<file path="config.mk">
export PLATFORM = sky130hd
export DESIGN_NAME = wb_arbiter
export DESIGN_NICKNAME = d
export VERILOG_FILES = /design/src/rtl/wb_arbiter.sv
export SDC_FILE = /design/constraint.sdc
export NUM_CORES = 1
export LEC_CHECK = 0
export CORE_ASPECT_RATIO = 2
export CORE_MARGIN = 5
export CORE_UTILIZATION = 49
export DETAILED_ROUTE_END_ITERATION = 8
export PLACE_DENSITY_LB_ADDON = 0.12
export SETUP_SLACK_MARGIN = 0.15
export SYNTH_ARGS = -nofsm -noshare
export SYNTH_HDL_FRONTEND = slang
export SYNTH_SLANG_ARGS = --single-unit
</file>
<file path="constraint.sdc">
create_clock -name clk -period 2.7 [get_ports clk]
set_input_delay 0.405 -clock clk [delete_from_list [all_inputs] [get_ports clk]]
set_output_delay 0.405 -clock clk [all_outputs]
set_load 0.02 [all_outputs]
</file>
<file path="src/rtl/wb_arbiter.sv">
// Write-back arbiter: three result producers feed per-source FIFOs that a
// round-robin arbiter drains, one entry per cycle, into the registered register-file write port.
module wb_arbiter #(
    parameter int DATA_WIDTH    = 32,
    parameter int ADDRESS_WIDTH = 5,
    parameter int FIFO_DEPTH    = 2
) (
    input  logic                     clk,
    input  logic                     res,
    input  logic                     s0_valid,
    output logic                     s0_ready,
    input  logic [ADDRESS_WIDTH-1:0] s0_addr,
    input  logic [DATA_WIDTH-1:0]    s0_data,
    input  logic                     s1_valid,
    output logic                     s1_ready,
    input  logic [ADDRESS_WIDTH-1:0] s1_addr,
    input  logic [DATA_WIDTH-1:0]    s1_data,
    input  logic                     s2_valid,
    output logic                     s2_ready,
    input  logic [ADDRESS_WIDTH-1:0] s2_addr,
    input  logic [DATA_WIDTH-1:0]    s2_data,
    output logic                     we,
    output logic [ADDRESS_WIDTH-1:0] A3,
    output logic [DATA_WIDTH-1:0]    WD,
    output logic                     idle
);

    localparam int NSRC  = 3;
    localparam int PTR_W = (FIFO_DEPTH > 1) ? $clog2(FIFO_DEPTH) : 1;
    localparam int CNT_W = PTR_W + 1;
    localparam logic [CNT_W-1:0] FULL_CNT = CNT_W'(FIFO_DEPTH);

    logic                     src_valid [NSRC];
    logic [ADDRESS_WIDTH-1:0] src_addr  [NSRC];
    logic [DATA_WIDTH-1:0]    src_data  [NSRC];

    logic [CNT_W-1:0]         count  [NSRC];
    logic [PTR_W-1:0]         wr_ptr [NSRC];
    logic [PTR_W-1:0]         rd_ptr [NSRC];
    logic [ADDRESS_WIDTH-1:0] mem_addr [NSRC][FIFO_DEPTH];
    logic [DATA_WIDTH-1:0]    mem_data [NSRC][FIFO_DEPTH];

    logic [NSRC-1:0]          full;
    logic [NSRC-1:0]          empty;
    logic [NSRC-1:0]          push;
    logic [NSRC-1:0]          grant;

    logic [1:0]               last;
    logic                     gnt_any;
    logic [1:0]               gnt_src;
    logic [ADDRESS_WIDTH-1:0] head_addr;
    logic [DATA_WIDTH-1:0]    head_data;

    // Source n that follows cur by step positions in the 0,1,2 rotation.
    function automatic logic [1:0] rr_next(input logic [1:0] cur, input int step);
        int s;
        s = int'(cur) + step;
        if (s >= NSRC) s = s - NSRC;
        return s[1:0];
    endfunction

    assign src_valid[0] = s0_valid;
    assign src_valid[1] = s1_valid;
    assign src_valid[2] = s2_valid;
    assign src_addr[0]  = s0_addr;
    assign src_addr[1]  = s1_addr;
    assign src_addr[2]  = s2_addr;
    assign src_data[0]  = s0_data;
    assign src_data[1]  = s1_data;
    assign src_data[2]  = s2_data;

    // Ready depends only on the registered count, so a full FIFO that pops
    // this cycle still refuses the push.
    always_comb begin
        full  = '0;
        empty = '0;
        push  = '0;
        for (int n = 0; n < NSRC; n++) begin
            full[n]  = (count[n] == FULL_CNT);
            empty[n] = (count[n] == '0);
            push[n]  = src_valid[n] && !full[n] && (src_addr[n] != '0);
        end
    end

    assign s0_ready = !full[0];
    assign s1_ready = !full[1];
    assign s2_ready = !full[2];

    // FIFO control: pointers wrap naturally because the depth is a power of two.
    always_ff @(posedge clk or posedge res) begin
        if (res) begin
            for (int n = 0; n < NSRC; n++) begin
                count[n]  <= '0;
                wr_ptr[n] <= '0;
                rd_ptr[n] <= '0;
            end
        end else begin
            for (int n = 0; n < NSRC; n++) begin
                if (push[n])  wr_ptr[n] <= wr_ptr[n] + PTR_W'(1);
                if (grant[n]) rd_ptr[n] <= rd_ptr[n] + PTR_W'(1);
                case ({push[n], grant[n]})
                    2'b10:   count[n] <= count[n] + CNT_W'(1);
                    2'b01:   count[n] <= count[n] - CNT_W'(1);
                    default: count[n] <= count[n];
                endcase
            end
        end
    end

    always_ff @(posedge clk) begin
        for (int n = 0; n < NSRC; n++) begin
            if (push[n]) begin
                mem_addr[n][wr_ptr[n]] <= src_addr[n];
                mem_data[n][wr_ptr[n]] <= src_data[n];
            end
        end
    end

    // Round-robin scan starting just after the most recently granted source.
    always_comb begin
        gnt_any = 1'b0;
        gnt_src = last;
        grant   = '0;
        for (int k = 1; k <= NSRC; k++) begin
            if (!gnt_any && !empty[rr_next(last, k)]) begin
                gnt_any = 1'b1;
                gnt_src = rr_next(last, k);
            end
        end
        if (gnt_any) grant[gnt_src] = 1'b1;
    end

    assign head_addr = mem_addr[gnt_src][rd_ptr[gnt_src]];
    assign head_data = mem_data[gnt_src][rd_ptr[gnt_src]];

    // Registered write port; A3/WD hold when nothing is granted.
    always_ff @(posedge clk or posedge res) begin
        if (res) begin
            we   <= 1'b0;
            A3   <= '0;
            WD   <= '0;
            last <= 2'd2;
        end else begin
            we <= gnt_any;
            if (gnt_any) begin
                A3   <= head_addr;
                WD   <= head_data;
                last <= gnt_src;
            end
        end
    end

    assign idle = !we && (&empty);

endmodule

</file>
# ---- Yosys cells after proc, flatten, opt, wreduce, memory -nomap -nowiden
# Memory sizes are Yosys's and may differ from the RTL's.
# Cells that the tools add are included.
# Widths: inputs -> output; s select.
dict set report word_totals {
  register_bits 52
  latch_bits 0
  mem_bits_rw 222
  mem_bits_ro 0
  input_bits 116
  out_inout_bits 42
  word_cells 144
  n_memories 2
}
dict set report op_classes {
  add_sub_neg 18
  mul 0
  div_mod_pow 0
  order_cmp 16
  eq_ne 9
  n_shift 0
  muxes 51
  bitwise 5
  n_reduce_logical 30
}
# name depth word_bits read_ports rd_clocked_by_memory_dff write_ports line_no
set memory_table {}
lappend memory_table {mem_data 3 64 1 0 3 41} ;# logic [DATA_WIDTH-1:0] mem_data [NSRC][FIFO_DEPTH];
lappend memory_table {mem_addr 3 10 1 0 3 40} ;# logic [ADDRESS_WIDTH-1:0] mem_addr [NSRC][FIFO_DEPTH];
# op n
set op_table {}
lappend op_table {{$mux 32} 6}
lappend op_table {{$mux 64} 3}
lappend op_table {{$demux 32 s1} 3}
lappend op_table {{$mux 10} 3}
lappend op_table {{$mux 5} 6}
lappend op_table {{$demux 5 s1} 3}
lappend op_table {{$reduce_bool 5->1} 3}
lappend op_table {{$logic_and 1x1->1} 13}
lappend op_table {{$eq 2x2->1 const B} 6}
lappend op_table {{$lt 2x3->1 const B} 4}
lappend op_table {{$mux 1} 12}
lappend op_table {{$mux 2} 6}
lappend op_table {{$pmux 2 s2} 3}
lappend op_table {{$ge 3x2->1 const B} 3}
lappend op_table {{$bmux 1 s2} 4}
lappend op_table {{$ge 2x2->1 const B} 4}
lappend op_table {{$not 1->2} 4}
lappend op_table {{$logic_not 1->1} 7}
lappend op_table {{$add 1x1->1 const B} 6}
lappend op_table {{$add 2x1->2 const B} 3}
lappend op_table {{$add 2x2->3 const B} 2}
lappend op_table {{$eq 2x1->1 const B} 3}
lappend op_table {{$logic_not 2->1} 3}
lappend op_table {{$lt 2x1->1 const B} 3}
lappend op_table {{10 further kinds} 16}

# ---- Logic depth before layout (Yosys ltp)
# Gate-level depths: netlist (run 1).
dict set report logic_depth {
  depth_word 19
  depth_mapped 15
  mapped_depth_nobuf 14
}

# ---- Least setup slack after synthesis (run 1)
# Ideal clock, no wire load.
dict set report synth_timing {
  path_kind {register to register}
  startpoint {register last[1]}
  endpoint {register count[1] in the netlist's numbering}
  setup_time_ns 0.079
  t_arrival_ns 2.911
  t_required_ns 2.621
  setup_slack_ns -0.290
  stages_incl_launch_ff 14
  n_path_buf 3
  synth_period_minus_slack_ns 2.990
  cell_sequence {dfstp_2 inv_1 ha_1 buf_2 inv_1 o31ai_1 o2111ai_1 nor2_2 buf_2 buf_1 nor2_1 ha_1 nor2_1 xor2_1}
}
dict set report synth_via {
  elab_chain_cells 18
  word_cells_on_any_way 39
  cone_classes {add/sub: 6; order compare: 5; eq/ne: 2; mux: 19; reduce/logical: 7}
}
# item line_no
set synth_rtl {}
lappend synth_rtl {{start: declaration} 48} ;# logic [1:0] last;
lappend synth_rtl {{start signal: assignment} 148} ;# last <= gnt_src;
lappend synth_rtl {{$add 2x2->3} 57} ;# s = int'(cur) + step;
lappend synth_rtl {{$ge 3x2->1 / $sub 2x2->2 (equally long branches)} 58} ;# if (s >= NSRC) s = s - NSRC;
lappend synth_rtl {{$mux 2} 58}
lappend synth_rtl {{$bmux 1 s2} 125} ;# if (!gnt_any && !empty[rr_next(last, k)]) begin
lappend synth_rtl {{$mux 1 (not written as such)} 125}
lappend synth_rtl {{$logic_not 1->1} 125}
lappend synth_rtl {{$logic_and 1x1->1} 125}
lappend synth_rtl {{$mux 1} 125}
lappend synth_rtl {{[3 not listed]} --}
lappend synth_rtl {{$lt 2x3->1 (not written as such) / $ge 2x1->1 (equally long branches)} 130} ;# if (gnt_any) grant[gnt_src] = 1'b1;
lappend synth_rtl {{$logic_and 1x1->1 (not written as such)} 130}
lappend synth_rtl {{$mux 1 (not written as such)} 130}
lappend synth_rtl {{$demux 1 s2} 130}
lappend synth_rtl {{$mux 3 *} 130}
lappend synth_rtl {{net grant[2]} 46} ;# logic [NSRC-1:0] grant;
lappend synth_rtl {{$eq 2x1->1 / $eq 2x2->1 (equally long branches)} 101} ;# case ({push[n], grant[n]})
lappend synth_rtl {{$pmux 2 s2 / $reduce_bool 2->1 (equally long branches)} --}
lappend synth_rtl {{end signal: indexed assignment} 102} ;# 2'b10: count[n] <= count[n] + CNT_W'(1);
lappend synth_rtl {{end signal: indexed assignment} 103} ;# 2'b01: count[n] <= count[n] - CNT_W'(1);
lappend synth_rtl {{end signal: indexed assignment} 104} ;# default: count[n] <= count[n];
lappend synth_rtl {{end: declaration} 37} ;# logic [CNT_W-1:0] count [NSRC];
# The timed path passes the listed nets; every way through them passes the cells marked *. The select of a mux whose other input is x is not followed.
# A chain may end at the register's enable or synchronous reset.

# ---- Worst setup path in the final report (run 1)
dict set report layout_timing {
  startpoint {register last[1]}
  endpoint {register WD[10]}
}
dict set report layout_via {
  elab_chain_cells 19
  word_cells_on_any_way 38
  cone_classes {add/sub: 6; order compare: 3; mux: 21; bitwise: 2; reduce/logical: 5; memory: 1}
}
# item line_no
set layout_rtl {}
lappend layout_rtl {{$add 2x2->3} 57}
lappend layout_rtl {{$ge 3x2->1 / $sub 2x2->2 (equally long branches)} 58}
lappend layout_rtl {{$mux 2} 58}
lappend layout_rtl {{$bmux 1 s2} 125}
lappend layout_rtl {{$mux 1 (not written as such)} 125}
lappend layout_rtl {{$logic_not 1->1} 125}
lappend layout_rtl {{$logic_and 1x1->1} 125}
lappend layout_rtl {{$mux 1} 125}
lappend layout_rtl {{$logic_not 1->1} 125}
lappend layout_rtl {{$logic_and 1x1->1} 125}
lappend layout_rtl {{$mux 2} 125}
lappend layout_rtl {{$not 2->3 (not written as such)} 134} ;# assign head_data = mem_data[gnt_src][rd_ptr[gnt_src]];
lappend layout_rtl {{$bmux 1 s2} 134}
lappend layout_rtl {{$mux 1 (not written as such) (2 in series)} 134}
lappend layout_rtl {{$not 1->2 (not written as such)} 134}
lappend layout_rtl {{$mux 32 (not written as such) (3 in series)} 134}
lappend layout_rtl {{end signal: assignment} 147} ;# WD <= head_data;
lappend layout_rtl {{end: declaration} 24} ;# output logic [DATA_WIDTH-1:0] WD,
# Parallel ways exist; a longest one is shown, timed or not. The select of a mux whose other input is x is not followed.

==> results.md, run 1 <==
* Startpoint Class: flip-flop
* Area fraction in compound gates after synthesis at 0.0825
* DP HPWL at 19.4 mm
* Synth Instances at 726
* Internal at 14.8 mW
* First-pass GRT wire length at 44.2 mm
* Tightest Pin Transition at slightly below 0.6 ns
* Horiz. Die Dim at roughly 120 um
* Synthesized Nets at about 850
* FF+latch area at ~8000 um2
* Clock slew seen by the registers of the worst setup and hold paths at 0.06 ns
* Register bit total from synthesis at 274
* Fin. max-slew vios at 0
* Placer congestion estimate at around 0.9
* Post-synthesis xor/xnor area fraction at 0.0120
* Final worst slack at -0.153 ns
* Main combinational cell family by area after synthesis: compound AO/OA/AOI/OAI gates
* Post-layout nets at 1065
* Crit. End Element: flip-flop
* Worst r2r path cells at 14
* DR WL/cell at approximately 24 um
* Total CTS buffers at 23
* Critical path destination: WD[10]
* Syn Area/Cell at approximately 15 um2
* Flop pwr share at 0.277
* Total power at 23.8 mW
* Place WS at -0.220 ns
* Die footprint at 25700 um2
* CTS tree: yes
* Adder-cell area share of the yosys netlist at 0.00797
* WL final at 29.6 mm
* Multi-input combinational cell area at 3120 um2
* Reg2reg setup slack at -0.15 ns
* Post-Syn Area at 11000 um2
* Critical path origin: last[1]
* Sw Ratio at 0.377
* Core ar. at approximately 22000 um2
* Die Ht at 222 um
* Run status: finished with violations
* Largest stage delay, worst path at ~0.55 ns
* TritonCTS Sinks at 274
* Total number of vias at 7121
* Number of global-route vias before repair at 7703
* Post-route antenna net violation count at 0
* CP required at ~3.1 ns
* Comb pwr share at 0.588
* CP Cell Sequence: inv_2, ha_4, buf_6, nor2b_1, mux2_4, o21ai_4, nand2_4, buf_6, buf_12, buf_8, buf_6, mux2i_2, a21oi_2, a221o_1
* Root Buffer: clkbuf_16
* GRT overflow at 0
* Largest net degree at the start of global routing at 53
* Post-route cell area at 14800 um2
* CP arrival at 3.25 ns
* Hold Slack at 0.271 ns
* Skew final at 0.00957 ns
* Net Switching at approximately 9.0 mW
* Final Hold Viols at 0
* Clock share of power at 0.135
* Sequential element share of the synthesized area at 0.725
* Critical Path Most Common Cell: buf_6
* Worst vdd ir at 1.23 mV
* Drt first pass iters at 5
* I/O pins at 158
* Area grow syn2layout at 34.7%
* Max transition margin at 0.612
* Fraction of the mapped netlist area in simple logic gates at 0.0780
* Max FO, Critical Path at 9
* Unrepaired setup endpoints after global routing: yes
* Worst R2R End: WD[10]
* All-Layer GR Usage at 0.230
* IO buf count at 157
* Filler cells at 1551
* Period utilisation layout at 1.06
* Yosys warns at 0
* Row count at 77
* Async set-reset flop share out of synthesis at 0.190
* Share of cells above drive strength 1 at 0.187
* Post-synth EDFFs at 222
* Min cycle time layout at ~2.9 ns
* Library cells used by synthesis at 53
* Reg-to-reg critical path startpoint: last[1]
* Clock Tree Buf Depth at 3
* Multiplexer share of the synthesized area at 0.0679
* Slowest CP cell: dfstp_2
* WS Path Type: flip-flop to flip-flop
* Clk_lat worst skew at 0.51 ns
* Setup violations, final at 37
* Vias per inst at 5.76
* Setup TNS at -4.09 ns
* Max H-tree Level at 1
* Max cap viols at 0
* Initial antenna violation count at 3
* Residual DRC at 0
* Most used DFF post-synth: edfxtp_1
* 1st-iter DRT viols at 557
* Pwr Density at 1610 nW/um2
* Cell Area, Placed at 13400 um2
* HP Class: input port to async pin
* Initial Util at 0.496
* Pleak at 5.41 nW
* Failing checks: negative setup slack
* Fmax at 351 MHz
-- power groups by stage --
stage | registers [mW] | logic, mW | clock network [mW]
6_report | 6.59 | 14.0 | 3.22
3_3_place_gp | 6.58 | 10.9 | 0
5_1_grt | 6.69 | 14.9 | 3.45
2_1_floorplan | 6.80 | 7.37 | 0
3_5_place_dp | 6.62 | 11.4 | 0
4_1_cts | 6.57 | 13.2 | 3.28
-- worst max-delay path, delay by kind of cell (launching register included) --
| kind | cells | cell delay, ns |
|---|---|---|
| buffers and inverters | 6 | 0.70 |
| DFF | 1 | 0.55 |
| AOI/OAI and AO/OA | 3 | 0.53 |
| muxes | 2 | 0.48 |
| adders and majority gates | 1 | 0.29 |
| and+or+nand+nor | 2 | 0.18 |
-- layout make-up --
type,count,share of cell area
flip-flops and latches,274,0.539
multi-input cells,400,0.211
repair buffers,231,0.175
clock buffers,35,0.0433
well taps,276,0.0233
clock inverters,5,0.00490
inverters,12,0.00338
diodes,3,0.000507
-- synth_stat cells, drive strengths merged (2+ instances only) --
library cell / n / area share
inv: 12 / 0.0041
and2: 37 / 0.021
o21bai: 2 / 0.0014
nand2: 7 / 0.0024
a21oi: 77 / 0.036
mux2i: 73 / 0.067
edfxtp: 222 / 0.61
and3b: 2 / 0.0016
or3b: 2 / 0.0016
nand3: 6 / 0.0027
nor2: 92 / 0.032
clkbuf: 14 / 0.0048
xnor2: 9 / 0.0072
ha: 7 / 0.0080
or4: 4 / 0.0027
o2111ai: 2 / 0.0016
xor2: 6 / 0.0048
nor2b: 2 / 0.0011
o21ai: 3 / 0.0017
buf: 26 / 0.018
or2: 2 / 0.0011
o211ai: 3 / 0.0020
and3: 4 / 0.0027
or3: 2 / 0.0016
nor3: 2 / 0.00091
nor3b: 2 / 0.0014
a221o: 37 / 0.034
nand2b: 3 / 0.0017
dfrtp: 51 / 0.12
-- logic make-up (layout without fill, tap and decap cells) --
kind of cell             count (synthesis)  after routing
AO/OA/AOI/OAI                          133            133
XOR/XNOR                                15             15
adder cells (fa/ha/maj)                  7              7
buffers and inverters                   52            283
flip-flops                             274            274
multiplexers                            74             74
other                                    0              3
AND/OR/NAND/NOR                        171            171
-- placed cells by master (no fill, tap or decap), types with 4 or more instances in the layout --
| cell | count |
|---|---|
| nand2_1 | 5 |
| clkbuf_1 | 10 |
| edfxtp_1 | 222 |
| clkdlybuf4s50_1 | 156 |
| mux2i_2 | 12 |
| nand3_1 | 4 |
| clkbuf_16 | 24 |
| ha_4 | 4 |
| inv_2 | 4 |
| nor2_2 | 5 |
| buf_4 | 34 |
| a221o_1 | 37 |
| xor2_1 | 6 |
| dfrtp_1 | 50 |
| mux2i_1 | 58 |
| nor2_4 | 10 |
| xnor2_1 | 5 |
| a21oi_1 | 68 |
| a21oi_2 | 7 |
| and2_1 | 37 |
| nor2_1 | 77 |
| xnor2_2 | 4 |
| buf_16 | 5 |
| buf_12 | 24 |
| inv_1 | 6 |
| buf_6 | 9 |
-- worst min-delay path by stage --
stage          startpoint         to  slack, ns
2_1_floorplan   rd_ptr[2]  rd_ptr[2]       0.43
3_3_place_gp    rd_ptr[2]  rd_ptr[2]       0.45
3_5_place_dp    rd_ptr[2]  rd_ptr[2]       0.45
4_1_cts               res   count[3]       0.28
5_1_grt               res   count[3]       0.30
6_report              res   count[3]       0.27
-- per-layer routing --
layer,GRT usage,share of wire,vias up
met1,0.247,0.33,3595
met2,0.442,0.58,296
met5,0,0,-
li1,-,-,3164
met3,0.0295,0.055,66
met4,0.0865,0.032,0
-- registers in the layout (all words and copies together), names as in the netlist --
register / cells
A3: 5
count: 6
rd_ptr: 3
WD: 32
mem_addr: 30
mem_data: 192
last: 2
wr_ptr: 3
we: 1
-- through the flow --
step                cells  utilization
finish               1236        0.668
global route         1236        0.668
global placement     1169        0.606
detailed placement   1169        0.606
CTS                  1228        0.656
floorplan             726            -
-- timing repair --
item	CTS	global route
pin swaps	40	27
hold buffers	0	0
buffers inserted	15	4
gates cloned	4	1
gates resized for setup	40	41
hold endpoints to repair	0	0
endpoints found under the setup margin	44	45
Power figures use the tool's default switching activity.
==> inputs of run 2 (changes only) <==
Settings changed: ABC_AREA set to 1, CORE_UTILIZATION 49 to 50.
==> results.md, run 2 <==
* Skew final at 0.0201 ns
* First-pass GRT wire length at 46.7 mm
* CP arrival at approximately 3 ns
* Post-Syn Area at 11800 um2
* Setup TNS at 0 ns
* Syn Area/Cell at 10.4 um2
* Max FO, Critical Path at 8
* Post-layout nets at between 1000 and 1500
* Root Buffer: clkbuf_16
* I/O pins at 158
* Drt first pass iters at 5
* Yosys warns at 0
* Clk_lat worst skew at around 0.53 ns
* Number of global-route vias before repair at 8763
* Most common cell after layout, fill and taps aside: nand2_1
* Final Hold Viols at 0
* Post-route antenna net violation count at 0
* Die footprint at 26900 um2
* WL final at around 32 mm
* Core ar. at 23200 um2
* CTS tree: yes
* Fmax at 389 MHz
* Async set-reset flop share out of synthesis at 0.190
* Largest net degree at the start of global routing at between 50 and 60
* WS Path Type: flip-flop to flip-flop
* Initial Util at 0.507
* DP HPWL at just over 20 mm
* Area grow syn2layout at 31.1%
* TritonCTS Sinks at approximately 270
* Register bit total from synthesis at 274
* Placer congestion estimate at 0.819
* Total CTS buffers at 24
* Max H-tree Level at 1
* Period utilisation layout at 0.953
* Synthesized Nets at 1260
* Place WS at 0.0102 ns
* Sequential element share of the synthesized area at 0.676
* CP required at between 3 and 4 ns
* Area leader, netlist: edfxtp_1
* Hold Slack at 0.235 ns
* HP Class: input port to async pin
* Cell Area, Placed at around 14000 um2
* Final worst slack at 0.127 ns
* Fin. max-slew vios at 0
* Crit. End Element: flip-flop
* Post-synth EDFFs at 222
* Share of cells above drive strength 1 at 0.139
* Clock Tree Buf Depth at 3
* Startpoint Class: flip-flop
* Post-synth top area share at 0.566
* Clock slew seen by the registers of the worst setup and hold paths at 0.07 ns
* 1st-iter DRT viols at slightly below 600
* Synth top area cells: edfxtp_1 57%, nand2_1 17%, dfrtp_1 11%
* Library cells used by synthesis at 28
* Die Ht at 227 um
* Commonest cells post-synth: 548 x nand2_1, 222 x edfxtp_1, 166 x nand3_1, 51 x dfrtp_1, 32 x buf_2
* Number of inserted diodes at 0
* Row count at 79
* Vias per inst at 5.36
* Total number of vias at 8716
* Run status: finished, final reports clean
* Residual DRC at 0
* Max reg flops at approximately 190
* All-Layer GR Usage at 0.222
* GRT overflow at 0
* Most frequent cells in the layout: 532 x nand2_1, 222 x edfxtp_1, 157 x clkdlybuf4s50_1, 145 x nand3_1, 51 x dfrtp_1
* # hold bufs at CTS at 0
* Max transition margin at 0.367
* Unrepaired setup endpoints after global routing: yes
* Most used DFF post-synth: edfxtp_1
* Tightest Pin Transition at 0.948 ns
* Cell with the most instances after synthesis: nand2_1
* Synth Instances at ~1100
* Max cap viols at 0
* Min cycle time layout at around 2.6 ns
* Setup violations, final at 0
* Initial antenna violation count at 0
* IO buf count at 157
* Horiz. Die Dim at approximately 120 um
* Post-route cell area at about 15000 um2
* DR WL/cell at 19.8 um
run 2: worst max-delay path, cell delays in order (launching register included):
cell	delay (ns)
dfstp_2	0.54
inv_2	0.05
ha_4	0.32
inv_4	0.06
nand2_4	0.08
nand2_4	0.05
nand2_4	0.10
nand2_4	0.09
nand2_4	0.09
buf_6	0.11
nand3_4	0.11
buf_12	0.18
clkbuf_16	0.17
nand3_1	0.09
nand2_1	0.07
nand2_1	0.07
nand2_1	0.06
nand2_1	0.07
nand2_1	0.04
nand2_1	0.05
nand2_1	0.04
run 2: path summary, 6_finish.rpt:
path	depth (start not counted)	end	slack, ns	startpoint
setup / recovery	20	WD[26]	0.13	last[1]
hold / removal	2	WD[6]	0.24	res
setup reg to reg	20	WD[26]	0.13	last[1]
hold reg to reg	2	A3[3]	0.48	A3[3]
max in group asynchronous	3	last[1]	1.84	res
min in group clk	1	mem_data[0][47]	0.46	s0_data[15]
run 2: through the flow:
step           std cells   util
4_1_cts             1613  0.643
3_5_place_dp        1563  0.607
3_3_place_gp        1563  0.607
2_1_floorplan       1137      -
5_1_grt             1625  0.665
6_report            1625  0.665
run 2: cells by family (layout without fill, tap and decap cells):
| kind of cell | count (synthesis) | after routing | share of synthesized area |
|---|---|---|---|
| AOI/OAI and AO/OA | 13 | 13 | 0.00680 |
| and+or+nand+nor | 744 | 744 | 0.261 |
| adders and majority gates | 7 | 7 | 0.00743 |
| xor gates and xnor gates | 12 | 12 | 0.00892 |
| buffers and inverters | 87 | 292 | 0.0397 |
| DFF | 274 | 274 | 0.676 |
run 2: per-layer routing:
metal	GRT usage	vias up	routed length, um	part of all wire
met3	0.0249	62	1550	0.048
met4	0.0967	0	1180	0.037
met2	0.421	285	17800	0.55
met1	0.250	4209	11600	0.36
li1	-	4160	-	-
met5	0	-	0	0
run 2: area by class of cell:
type / count / area [um2]
fill: 1780 / 7780
clock inverter: 15 / 110
clock buffer: 29 / 661
inverter: 25 / 96.3
tap: 283 / 354
timing repair buffer: 223 / 2540
multi-input combinational: 776 / 3720
sequential: 274 / 7970
run 2: timing repair:
action | 4_1_cts | 5_1_grt
pin swaps | 3 | 25
gates cloned | 0 | 9
buffers inserted | 6 | 3
gates resized for setup | 7 | 67
endpoints found under the setup margin | 40 | 44
Power of run 2 is not shown: default switching activity piles up to over one toggle a cycle in this logic, so the estimate is an artifact.
==> RTL edit (config.mk and constraints of run 2) <==
The parameter `FIFO_DEPTH` goes from 2 to 1.
--- a/src/rtl/wb_arbiter.sv
+++ b/src/rtl/wb_arbiter.sv
@@ -4,5 +4,5 @@
     parameter int DATA_WIDTH    = 32,
     parameter int ADDRESS_WIDTH = 5,
-    parameter int FIFO_DEPTH    = 2
+    parameter int FIFO_DEPTH    = 1
 ) (
     input  logic                     clk,
Formal check against the unedited RTL: not equivalent (a bounded check fails within 4 cycles, from zero or initial values).
==> RTL edit against run 2 <==
  * Cell area shrank 41%
  * Clock skew fell by 0.011 ns
  * Sequential cell count is 114 lower
  * Area after synthesis down 43%
  * Worst setup slack better by 0.13 ns
  * Count of clock-buffer cells in the layout fell by 12
  * Via count down 42%
  * Global-route usage shrank 0.20 points
  * Wire length shrank 46%
==> RTL edit: results <==
{
  "use_met2": 0.422,
  "regToRegSetupSlack_ns": 0.26,
  "vias": 5065,
  "dpl.hpwl_microns": 12300,
  "dp_cells": 926,
  "layout-drive-gt1-share": 0.0991,
  "use_met3": 0.0482,
  "grt_pass1_wl_microns": 26800,
  "r2r-end": "count[4]$_DFFE_PP0P_",
  "n_fill_cell": 958,
  "synth_cells": 628,
  "synthArstFlopShare": 0.306,
  "status": "complete, no violations",
  "routed_via_density": 5.28,
  "cts_made_buffers": 17,
  "yosys-top-cells-count": "nand2_1, edfxtp_1, dfrtp_1",
  "seq_area_frac_synth": 0.682,
  "htreeDepth": 4,
  "grt_max_degree": 38,
  "grt.total_usage": 0.220,
  "ff2ff_path_depth": 12,
  "place_area_sq_um": 8510,
  "skew_ns": 0.00938,
  "synth.distinct_cells": 23,
  "fin_nets": 923,
  "synth_nets": 757,
  "grt_pass1_vias": 5298
}
RTL edit: repair_timing:
action                                  CTS  global route
endpoints found under the setup margin   29            37
hold buffers                              0             0
buffers inserted                          1             0
gates resized for setup                   6            13
pin swaps                                 1             1
RTL edit: power groups by stage:
stage               Combinational (uW)  Clock (uW)  Sequential (uW)
finish                            7900        2350             3910
global route                      8850        2470             3990
CTS                               7760        2390             3920
detailed placement                7650           0             3960
global placement                  7340           0             3930
floorplan                         4950           0             4230
RTL edit: per-layer routing:
layer / vias to the layer above / part of all wire
met4: 0 / 0.024
met1: 2401 / 0.34
met2: 228 / 0.57
met3: 30 / 0.064
li1: 2406 / -
met5: - / 0
RTL edit: final cells by class:
class | instances | share of cell area
Clock inverter | 15 | 0.0172
Inverter | 20 | 0.00819
Sequential cell | 160 | 0.498
Antenna cell | 1 | 0.000273
Tap cell | 152 | 0.0207
Timing Repair Buffer | 180 | 0.193
Multi-Input combinational cell | 415 | 0.216
Clock buffer | 17 | 0.0464
RTL edit: worst max path at each step:
stage	end	slack, ns	depth (start not counted)
after floorplan	count[4]$_DFFE_PP0P_	0.30	14
after global placement	count[3]$_DFFE_PP0P_	0.19	14
after detailed placement	count[3]$_DFFE_PP0P_	-0.02	13
after CTS	count[5]$_DFFE_PP0P_	0.20	13
after global routing	count[4]$_DFFE_PP0P_	0.14	13
final	count[4]$_DFFE_PP0P_	0.26	12
RTL edit: metrics by stage:
| step | power [uW] | util | hold slack [ns] | TNS (ns) | worst slack [ns] |
|---|---|---|---|---|---|
| final | 14200 | 0.702 | 0.403 | 0 | 0.257 |
| after global routing | 15300 | 0.702 | 0.464 | 0 | 0.141 |
| after CTS | 14100 | 0.698 | 0.418 | 0 | 0.201 |
| after detailed placement | 11600 | 0.651 | 0.464 | -0.0162 | -0.0162 |
| after global placement | 11300 | 0.651 | 0.464 | 0 | 0.190 |
| after floorplan | 9180 | - | 0.453 | 0 | 0.302 |
RTL edit: logic make-up (layout without fill, tap and decap cells):
| kind of cell | after synthesis | after routing | share of synthesized area |
|---|---|---|---|
| adders and majority gates | 13 | 13 | 0.0243 |
| DFF | 160 | 160 | 0.682 |
| AOI/OAI and AO/OA | 6 | 6 | 0.00449 |
| and+or+nand+nor | 387 | 387 | 0.239 |
| buffers and inverters | 53 | 232 | 0.0387 |
| xor gates and xnor gates | 9 | 9 | 0.0118 |
| other | 0 | 1 | 0 |
